`src/rtl/regfile_wb_arbiter.sv`:
```
// Two-source write-back arbiter: per-source FIFOs, round-robin grant onto one register write port.
// Latency: accept at E0, write port registered at E1, register set captures at E2.
// Backpressure: per-source ready = FIFO not full; no same-edge pass-through.
module regfile_wb_arbiter #(
  parameter int DATA_W     = 32,
  parameter int ADDR_W     = 5,
  parameter int FIFO_DEPTH = 2
) (
  input  logic                     i_clk,
  input  logic                     i_rst,
  input  logic                     i_a_valid,
  output logic                     o_a_ready,
  input  logic [ADDR_W-1:0]        i_a_addr,
  input  logic [DATA_W-1:0]        i_a_data,
  input  logic                     i_b_valid,
  output logic                     o_b_ready,
  input  logic [ADDR_W-1:0]        i_b_addr,
  input  logic [DATA_W-1:0]        i_b_data,
  output logic [ADDR_W-1:0]        o_wr_addr,
  output logic [DATA_W-1:0]        o_wr_data,
  output logic                     o_wr_wren,
  output logic [(1<<ADDR_W)-1:0]   o_pending,
  output logic                     o_idle
);

  localparam int PW = $clog2(FIFO_DEPTH);
  localparam int CW = $clog2(FIFO_DEPTH + 1);

  typedef struct packed {
    logic [ADDR_W-1:0] addr;
    logic [DATA_W-1:0] data;
  } wb_t;

  wb_t           mem_a [FIFO_DEPTH];
  wb_t           mem_b [FIFO_DEPTH];
  logic [PW-1:0] wp_a, rp_a, wp_b, rp_b;
  logic [CW-1:0] cnt_a, cnt_b;
  logic          run;
  logic          rr;
  logic          acc_a, acc_b, push_a, push_b;
  logic          ne_a, ne_b, gnt_a, gnt_b;

  // run keeps ready low until the first edge after reset release
  assign o_a_ready = run && (cnt_a != CW'(FIFO_DEPTH));
  assign o_b_ready = run && (cnt_b != CW'(FIFO_DEPTH));

  assign acc_a  = i_a_valid && o_a_ready;
  assign acc_b  = i_b_valid && o_b_ready;
  // x0 writes complete the handshake but are dropped here
  assign push_a = acc_a && (i_a_addr != '0);
  assign push_b = acc_b && (i_b_addr != '0);

  assign ne_a  = (cnt_a != '0);
  assign ne_b  = (cnt_b != '0);
  assign gnt_a = ne_a && (!ne_b || !rr);
  assign gnt_b = ne_b && !gnt_a;

  assign o_idle = !ne_a && !ne_b && !o_wr_wren;

  always_ff @(posedge i_clk) begin
    if (push_a) mem_a[wp_a] <= {i_a_addr, i_a_data};
    if (push_b) mem_b[wp_b] <= {i_b_addr, i_b_data};
  end

  always_ff @(posedge i_clk or negedge i_rst) begin
    if (!i_rst) begin
      run       <= 1'b0;
      rr        <= 1'b0;
      wp_a      <= '0;
      rp_a      <= '0;
      cnt_a     <= '0;
      wp_b      <= '0;
      rp_b      <= '0;
      cnt_b     <= '0;
      o_wr_wren <= 1'b0;
      o_wr_addr <= '0;
      o_wr_data <= '0;
    end else begin
      run <= 1'b1;
      if (push_a) wp_a <= wp_a + 1'b1;
      if (gnt_a)  rp_a <= rp_a + 1'b1;
      cnt_a <= cnt_a + CW'(push_a) - CW'(gnt_a);
      if (push_b) wp_b <= wp_b + 1'b1;
      if (gnt_b)  rp_b <= rp_b + 1'b1;
      cnt_b <= cnt_b + CW'(push_b) - CW'(gnt_b);

      // rr points away from whoever was just served
      if (gnt_a || gnt_b) rr <= gnt_a;

      o_wr_wren <= gnt_a || gnt_b;
      if (gnt_a) begin
        o_wr_addr <= mem_a[rp_a].addr;
        o_wr_data <= mem_a[rp_a].data;
      end else if (gnt_b) begin
        o_wr_addr <= mem_b[rp_b].addr;
        o_wr_data <= mem_b[rp_b].data;
      end
    end
  end

  always_comb begin
    o_pending = '0;
    for (int i = 0; i < FIFO_DEPTH; i++) begin
      if (CW'(i) < cnt_a) o_pending[mem_a[rp_a + PW'(i)].addr] = 1'b1;
      if (CW'(i) < cnt_b) o_pending[mem_b[rp_b + PW'(i)].addr] = 1'b1;
    end
    if (o_wr_wren) o_pending[o_wr_addr] = 1'b1;
  end

endmodule

```
`config.mk`:
```
export PLATFORM = sky130hd
export DESIGN_NAME = regfile_wb_arbiter
export DESIGN_NICKNAME = d
export VERILOG_FILES = /design/src/rtl/regfile_wb_arbiter.sv
export SDC_FILE = /design/constraint.sdc
export NUM_CORES = 1
export LEC_CHECK = 0
export CORE_MARGIN = 8
export CORE_UTILIZATION = 50
export CTS_CLUSTER_SIZE = 10
export DETAILED_ROUTE_END_ITERATION = 10
export MAX_ROUTING_LAYER = met4
export PLACE_DENSITY_LB_ADDON = 0.12
export SYNTH_ARGS = -nofsm -noshare
export SYNTH_HDL_FRONTEND = slang
export SYNTH_SLANG_ARGS = --single-unit
```
`constraint.sdc`:
```
create_clock -name i_clk -period 4.9 [get_ports i_clk]
set_clock_uncertainty 0.05 [all_clocks]
set_input_delay 0.98 -clock i_clk [delete_from_list [all_inputs] [get_ports i_clk]]
set_output_delay 0.98 -clock i_clk [all_outputs]
set_load 0.05 [all_outputs]
```
* After elaboration in Yosys (flattened, before gate mapping)
Memory sizes are Yosys's and may differ from the RTL's.
Index checks and enable logic that the tools add are counted.
** Storage, ports and cells
- Bits in registers :: 48
- Bits in writable memories :: 148
- Input bits :: 78
- Output and inout port bits :: 73
- Logic and storage cells :: 91
- Memories :: 2
** Operators by class
- Add/sub/neg operators :: 8
- Order comparisons :: 14
- Eq/ne operators :: 2
- Muxes and demuxes :: 23
- Bitwise gates (word level) :: 4
- Reductions and logical operators :: 27
** Memory list
- mem_a :: depth 2, width 37, read ports 2, clocked after Yosys merged registers in 0, write ports 1, line 34 : wb_t mem_a [FIFO_DEPTH];
- mem_b :: depth 2, width 37, read ports 2, clocked after Yosys merged registers in 0, write ports 1, line 35 : wb_t mem_b [FIFO_DEPTH];
** Operators with widths (number)
- $mux 32 :: 7
- $or 32x32->32 :: 4
- $lt 5x6->1 const B :: 5
- $demux 1 s5 :: 5
- $ge 5x1->1 const B :: 5
- $logic_and 1x1->1 :: 15
- $mux 5 :: 2
- $reduce_bool 5->1 :: 2
- $mux 1 :: 9
- $lt 1x2->1 const A :: 4
- $reduce_bool 2->1 :: 3
- $logic_not 1->1 :: 5
- $add 1x1->1 const B :: 4
- $add 2x1->2 :: 2
- $ne 2x2->1 const B :: 2
- $sub 2x1->2 :: 2
- $logic_or 1x1->1 :: 2

* Logic depth before layout (Yosys ltp)
Gate-level depths: netlist of the first run.
An unclocked memory read counts as a cell.
- Depth after elaboration :: 14
- Mapped depth :: 11
- Mapped depth without buffers :: 9

* Worst setup path after synthesis of the first run
No wires, ideal clock.
- Path kind :: flip-flop to flip-flop
- From :: register cnt_b[0]
- To :: memory mem_b[0][0] (netlist bit) (enable)
- Setup time :: 0.436 ns
- Arrival :: 3.680 ns
- Data required time :: 4.414 ns
- Setup slack :: 0.734 ns
- Cell stages (with the launch flop) :: 5
- Buffers on the path :: 0
- Clock period less this slack :: 4.166 ns
- Path through :: dfrtp_1 -> inv_1 -> a21boi_0 -> o211a_1 -> nor2b_1
** Between the ends
- Cells in the longest elaborated chain, start to end :: 6
** RTL lines
- start, declared :: line 37 : logic [CW-1:0] cnt_a, cnt_b;
- start signal, assigned :: line 85 : cnt_b <= cnt_b + CW'(push_b) - CW'(gnt_b);
- $ne 2x2->1 :: line 45 : assign o_b_ready = run && (cnt_b != CW'(FIFO_DEPTH));
- $logic_and 1x1->1 :: line 45
- via o_b_ready :: line 16 : output logic o_b_ready,
- $logic_and 1x1->1 :: line 48 : assign acc_b = i_b_valid && o_b_ready;
- $logic_and 1x1->1 :: line 51 : assign push_b = acc_b && (i_b_addr != '0);
- $mux 1 :: line 62 : if (push_b) mem_b[wp_b] <= {i_b_addr, i_b_data};
- $mux 1 (implied by the code) :: line 62
- end, declared :: line 35
The timed path passes the listed nets, and every way through them passes these cells.

* Worst setup path in the final report of the first run
- From :: register rp_a
- To :: output o_pending[7]
** Between the ends
- Cells in the longest elaborated chain, start to end :: 14
- Elaborated cells between the ends (all ways) :: 21
- Those cells by class :: add/sub (1); order compare (4); mux (9); bitwise (4); reduce/logical (2); memory (1)
** RTL lines
- start, declared :: line 36 : logic [PW-1:0] wp_a, rp_a, wp_b, rp_b;
- start signal, assigned :: line 81 : if (gnt_a) rp_a <= rp_a + 1'b1;
- $mem_v2 2x37 *
- $lt 5x6->1 (implied by the code) / $ge 5x1->1 (equally long branches) :: line 104 : if (CW'(i) < cnt_a) o_pending[mem_a[rp_a + PW'(i)].addr] = 1'b1;
- $logic_and 1x1->1 (implied by the code) :: line 104
- $mux 1 (implied by the code) :: line 104
- $demux 1 s5 :: line 104
- $mux 32 :: line 104
- $or 32x32->32 (no line)
- $mux 32 :: line 105 : if (CW'(i) < cnt_b) o_pending[mem_b[rp_b + PW'(i)].addr] = 1'b1;
- $or 32x32->32 (no line)
- $mux 32 * :: line 104
- $or 32x32->32 (no line)
- $mux 32 * :: line 105
- $or 32x32->32 (no line)
- $mux 32 * :: line 107 : if (o_wr_wren) o_pending[o_wr_addr] = 1'b1;
- end, declared :: line 22 : output logic [(1<<ADDR_W)-1:0] o_pending,
Every way passes the cells marked *; elsewhere a longest branch is shown, timed or not.

==> results of run 1 <==
==> cells by family (layout without fill, tap and decap cells) <==
| family | Yosys count | count (layout) | synth area share |
|---|---|---|---|
| AOI/OAI and AO/OA | 225 | 225 | 0.198 |
| other | 1 | 1 | 0.000397 |
| DFF | 196 | 196 | 0.597 |
| adders and majority gates | 4 | 4 | 0.00529 |
| muxes | 7 | 7 | 0.00807 |
| xor gates and xnor gates | 8 | 8 | 0.00741 |
| buffers and inverters | 69 | 207 | 0.0348 |
| and+or+nand+nor | 260 | 260 | 0.149 |
==> sequential cells by signal, summed over array words and instances, names as in the netlist, 2 cells and up <==
register   count
mem_a         74
mem_b         74
o_wr_data     32
o_wr_addr      5
cnt_a          2
cnt_b          2
==> critical path: cells and delay by family (launching register included) <==
family                 cells  cell delay [ns]
AO/OA/AOI/OAI              2             0.98
buffers and inverters      1             0.83
flip-flops                 1             0.61
AND/OR/NAND/NOR            2             0.37
==> routing by layer <==
layer,up-vias,global-route usage,part of all wire
li1,3287,-,-
met1,3592,0.285,0.41
met2,355,0.372,0.49
met3,70,0.0460,0.066
met4,0,0.0901,0.033
met5,-,-,0
==> layout make-up <==
| cell class | count | area (um^2) | share of cell area |
|---|---|---|---|
| tap | 234 | 293 | 0.0250 |
| multi-input combinational | 505 | 3510 | 0.299 |
| sequential | 196 | 5650 | 0.482 |
| timing repair buffer | 158 | 1560 | 0.133 |
| clock inverter | 15 | 230 | 0.0196 |
| clock buffer | 17 | 425 | 0.0363 |
| inverter | 17 | 66.3 | 0.00565 |
==> metrics by stage <==
step	total power (uW)	cells	utilization	hold WS, ns
2_1_floorplan	5200	770	-	0.405
3_3_place_gp	6370	1110	0.594	0.413
3_5_place_dp	6440	1110	0.594	0.417
4_1_cts	7930	1142	0.629	0.435
5_1_grt	8290	1142	0.629	0.462
6_report	7900	1142	0.629	0.431
==> synth_stat cells (5+ instances only) <==
master,n
a222oi_1,7
nand2b_1,20
buf_2,30
a32oi_1,25
o31ai_1,32
nand2_1,61
nand3_1,47
nand4_1,8
a21oi_1,7
o32ai_2,9
inv_1,13
a211oi_1,64
nor2_1,16
o21ai_1,8
a22oi_1,28
o22ai_1,11
edfxtp_1,148
nor2b_1,72
dfrtp_1,48
a211oi_2,5
o32ai_1,5
clkbuf_1,13
xnor2_1,5
==> worst paths after layout <==
path                            cells past startpoint     startpoint             to
worst max-delay path                                5           rp_a   o_pending[7]
worst min-delay path                                2  o_wr_data[25]  o_wr_data[25]
worst max register to register                      9       cnt_a[1]       cnt_b[1]
worst min register to register                      2  o_wr_data[25]  o_wr_data[25]
max in group asynchronous                           2          i_rst           rp_a
min in group asynchronous                           2          i_rst   o_wr_data[4]
==> placed cells by master, fill, tap and decap left out, types with 5 or more instances in the layout <==
cell type	instances
clkdlybuf4s50_1	149
edfxtp_1	148
nor2b_1	70
a211oi_1	64
nand2_1	61
nand3_1	47
dfrtp_1	46
o31ai_1	32
a22oi_1	28
a32oi_1	25
nand2b_1	20
clkbuf_16	17
nor2_1	15
inv_1	13
o22ai_1	11
o32ai_2	9
o21ai_1	8
nand4_1	8
buf_4	8
a222oi_1	7
a21oi_1	7
a211oi_2	5
o32ai_1	5
xnor2_1	5
clkinv_8	5
==> power by group <==
group	total (uW)	switching (uW)	internal (uW)
logic	3870	2610	1250
registers	2540	350	2190
clock network	1490	695	800
==> impl_metrics.toml, run 1 <==
[grt]
grt_pass1_vias = 7299
grt_max_degree = 68
antenna_found_initial = 0
grt_usage = 0.231
grt_pass1_wl_um = 41500
gr-total-overflow = 0

[clocking]
cts_hold_buf = 0
cts_made_buffers = 17
clk_path_buf_depth = 2
cts_tree = "built"
clock_latency_ns = 0.43
clk_root_buffer_cell = "clkbuf_16"
numClockSinks = 196
postCtsSetupBuffers = 0
cts_resized = 0
path_clk_slew_ns = 0.08
h-tree-depth = 4

[worst_setup_path]
cp.arrival_ns = 3.23
crit_slowest_cell = "clkdlybuf4s50_1"
critical_path_required_ns = 3.87
cp-start-kind = "flip-flop"
cpPeakStageDelay_ns = 0.83
rrSetupSlack_ns = 2.13
path_cells = "nand2b_1 -> o22ai_1 -> a32oi_1 -> nand3_1 -> clkdlybuf4s50_1"
endpoint_kind = "output pin"
crit_fanout = 31
crit_type = "flip-flop to output pin"

[floorplanning]
die_y_um = 154
die_w_um = 154
start_util = 0.507
ioPinCount = 151
coreArea_um2 = 18600
dieArea_um2 = 23600
row_count = 50

[layout]
nNetsFinal = 977
fillers = 1409
drive_above_1_share = 0.0870
final_cell_area_um2 = 11700
area.growth.synth_to_final_pct = 24.1
n_antenna_cell = 0

[sta]
max_freq_mhz = 235
finalWorstSetupSlack_ns = 0.644
final.min_clock_period_ns = 4.26
rsz0062_at_grt = "false"
tns_ns = 0
finalHoldViolCount = 0
finalSetupViolCount = 0
worst_pin_slew_ns = 1.22
final_max_slew_viol_count = 0
fin_crit_sh = 0.869
relSlewSlack = 0.182

[routing]
first_iter_violations = 591
route.detailed.wl_per_inst_um = 23.2
drc_errors = 0
vias = 7304
postRouteAntennaNets = 0
finalWirelength_um = 26500
firstDrtPassIters = 10
via_per_inst = 6.40

[power]
p_leak_uw = 0.00390
p_per_area_nw_per_um2 = 674
ir_drop_uv = 367

[logic_synthesis]
synth_seq_cells = 196
synth-async-reset-ratio = 0.245
yosysTopAreaCell = "edfxtp_1"
synth_top_area_share = 0.470
synth_cells = 770
synthTopCellsByArea = "edfxtp_1 47%, dfrtp_1 13%, a211oi_1 5.1%, nor2b_1 4.8%, o31ai_1 2.5%"
syn_nets = 852
synth_edf_count = 148
seq_area_frac_synth = 0.597
synthesis.area_um2 = 9460
synth_flop_cell = "edfxtp_1"
ys_types = 66
syn_area_per_cell_um2 = 12.3
yosys_warnings = 0

[placed_design]
dp_slack_ns = 1.16
place_congestion = 0.999
portBuffers = 150
place_hpwl_um = 18200
place_area_um2 = 11100

[worst_hold_path]
hold_class = "flip-flop to flip-flop"

[status]
status = "complete, no violations"

[job]
cap_viol_max_count = 0
Power figures use the tool's default switching activity.
==> run 2, diff against run 1 <==
CORE_MARGIN = default   (was 8)
CTS_BUF_LIST = sky130_fd_sc_hd__clkbuf_8   (was default)
CTS_CLUSTER_SIZE = 16   (was 10)
==> run 2 against run 1 <==
Compared with the run above: the flow now finishes with violations (design-rule violations); sequential power about the same; hold slack improved by 0.0078 ns; register-to-register slack about the same; combinational power decreased by 2%; final area decreased by 2.1%; worst setup slack got worse by 0.29 ns; wire length decreased by 5.6%; final cell count decreased by 0.53%; sequential share of layout area increased by 1.0 points; clock power decreased by 29%; count of clock-buffer cells in the layout increased by 1; core utilization decreased by 0.086 points.
==> impl_metrics.toml, run 2 (same netlist as run 1, synthesis figures left out) <==
[power]
p_leak_uw = 0.00379
ir_drop_uv = 443
p_total_uw = 7440
p_per_area_nw_per_um2 = 648

[grt]
grt_pass1_wl_um = 38800
gr-total-overflow = 0
grt_usage = 0.270
grt_max_degree = 66
antenna_found_initial = 0
grt_pass1_vias = 6965

[routing]
first_iter_violations = 666
finalWirelength_um = 25000
postRouteAntennaNets = 0
firstDrtPassIters = 11
via_per_inst = 6.29
route.detailed.wl_per_inst_um = 22.0
drc_errors = 1
vias = 7141

[sta]
finalHoldViolCount = 0
relSlewSlack = 0.215
worst_pin_slew_ns = 1.18
final_max_slew_viol_count = 0
rsz0062_at_grt = "false"
final.min_clock_period_ns = 4.54
fin_crit_sh = 0.927
whs_ns = 0.439
finalWorstSetupSlack_ns = 0.357
tns_ns = 0
finalSetupViolCount = 0
max_freq_mhz = 220

[placed_design]
place_congestion = 0.983
portBuffers = 150
place_hpwl_um = 17200
dp_slack_ns = 0.915

[floorplanning]
dieArea_um2 = 19500
die_y_um = 140
row_count = 49
ioPinCount = 151
start_util = 0.518
die_w_um = 140
coreArea_um2 = 18300

[status]
status = "complete, but fails checks"
violations = "design-rule violations"

[layout]
n_antenna_cell = 0
drive_above_1_share = 0.0860
layout_commonest_cell = "clkdlybuf4s50_1"
final_core_util = 0.628
area.growth.synth_to_final_pct = 21.4
nNetsFinal = 976
final_cell_mix = "149 x clkdlybuf4s50_1, 148 x edfxtp_1, 70 x nor2b_1, 64 x a211oi_1, 61 x nand2_1"
largestRegisters = "mem_a x74, mem_b x74, o_wr_data x32"

[clocking]
clk_root_buffer_cell = "clkbuf_8"
path_clk_slew_ns = 0.11
numClockSinks = 196
cts_made_buffers = 17
postCtsSetupBuffers = 0
cts_resized = 0
cts_hold_buf = 0
clk_path_buf_depth = 2
cts_tree = "built"
clock_latency_ns = 0.46
h-tree-depth = 4

[worst_hold_path]
hold_class = "flip-flop to flip-flop"

[worst_setup_path]
cp.arrival_ns = 3.51
rr_endpoint = "cnt_b[1]"
rrSetupSlack_ns = 2.14
worstReg2RegStart = "cnt_a[1]"
crit_type = "flip-flop to output pin"
rr_worst_depth = 9
crit_fanout = 55
crit_path_end = "o_pending[21]"
critical_path_required_ns = 3.87
critPathLaunch = "rp_b"
endpoint_kind = "output pin"
cp-start-kind = "flip-flop"

[job]
cap_viol_max_count = 0
-- run 2: stage by stage --
stage	std cells	cell area, um^2
global route	1136	11500
finish	1136	11500
CTS	1136	11500
floorplan	770	9460
detailed placement	1104	11100
global placement	1104	11100
-- run 2: how the worst min path moves through the flow --
stage,from,end,depth (start not counted)
finish,o_wr_data[1],o_wr_data[1],2
global route,o_wr_data[11],o_wr_data[11],2
CTS,o_wr_data[1],o_wr_data[1],2
detailed placement,o_wr_data[1],o_wr_data[1],2
global placement,o_wr_data[6],o_wr_data[6],2
floorplan,wp_a,wp_a,1
-- run 2: final cells by class --
type / instances / area, um^2
fill: 1402 / 6790
sequential: 196 / 5650
multi-input combinational: 505 / 3510
timing repair buffer: 157 / 1550
tap: 229 / 287
clock buffer: 18 / 248
clock inverter: 14 / 174
inverter: 17 / 66.3
-- run 2: routing by layer --
layer | GRT usage | share of wire | wire length (um)
met5 | - | 0 | 0
met4 | 0.0947 | 0.021 | 533
met3 | 0.0540 | 0.072 | 1810
met2 | 0.442 | 0.50 | 12500
met1 | 0.333 | 0.41 | 10200
-- run 2: critical path, cell delays in order (launching register included) --
cell and delay [ns]:
dfrtp_4 0.80, nand2_1 0.32, o32ai_2 0.71, a222oi_1 0.25
o211ai_1 0.13, clkdlybuf4s50_1 0.83
-- run 2: where the power goes --
group	switching (uW)	internal (uW)	total, uW
Clock	609	449	1060
Sequential	383	2190	2570
Combinational	2570	1250	3810
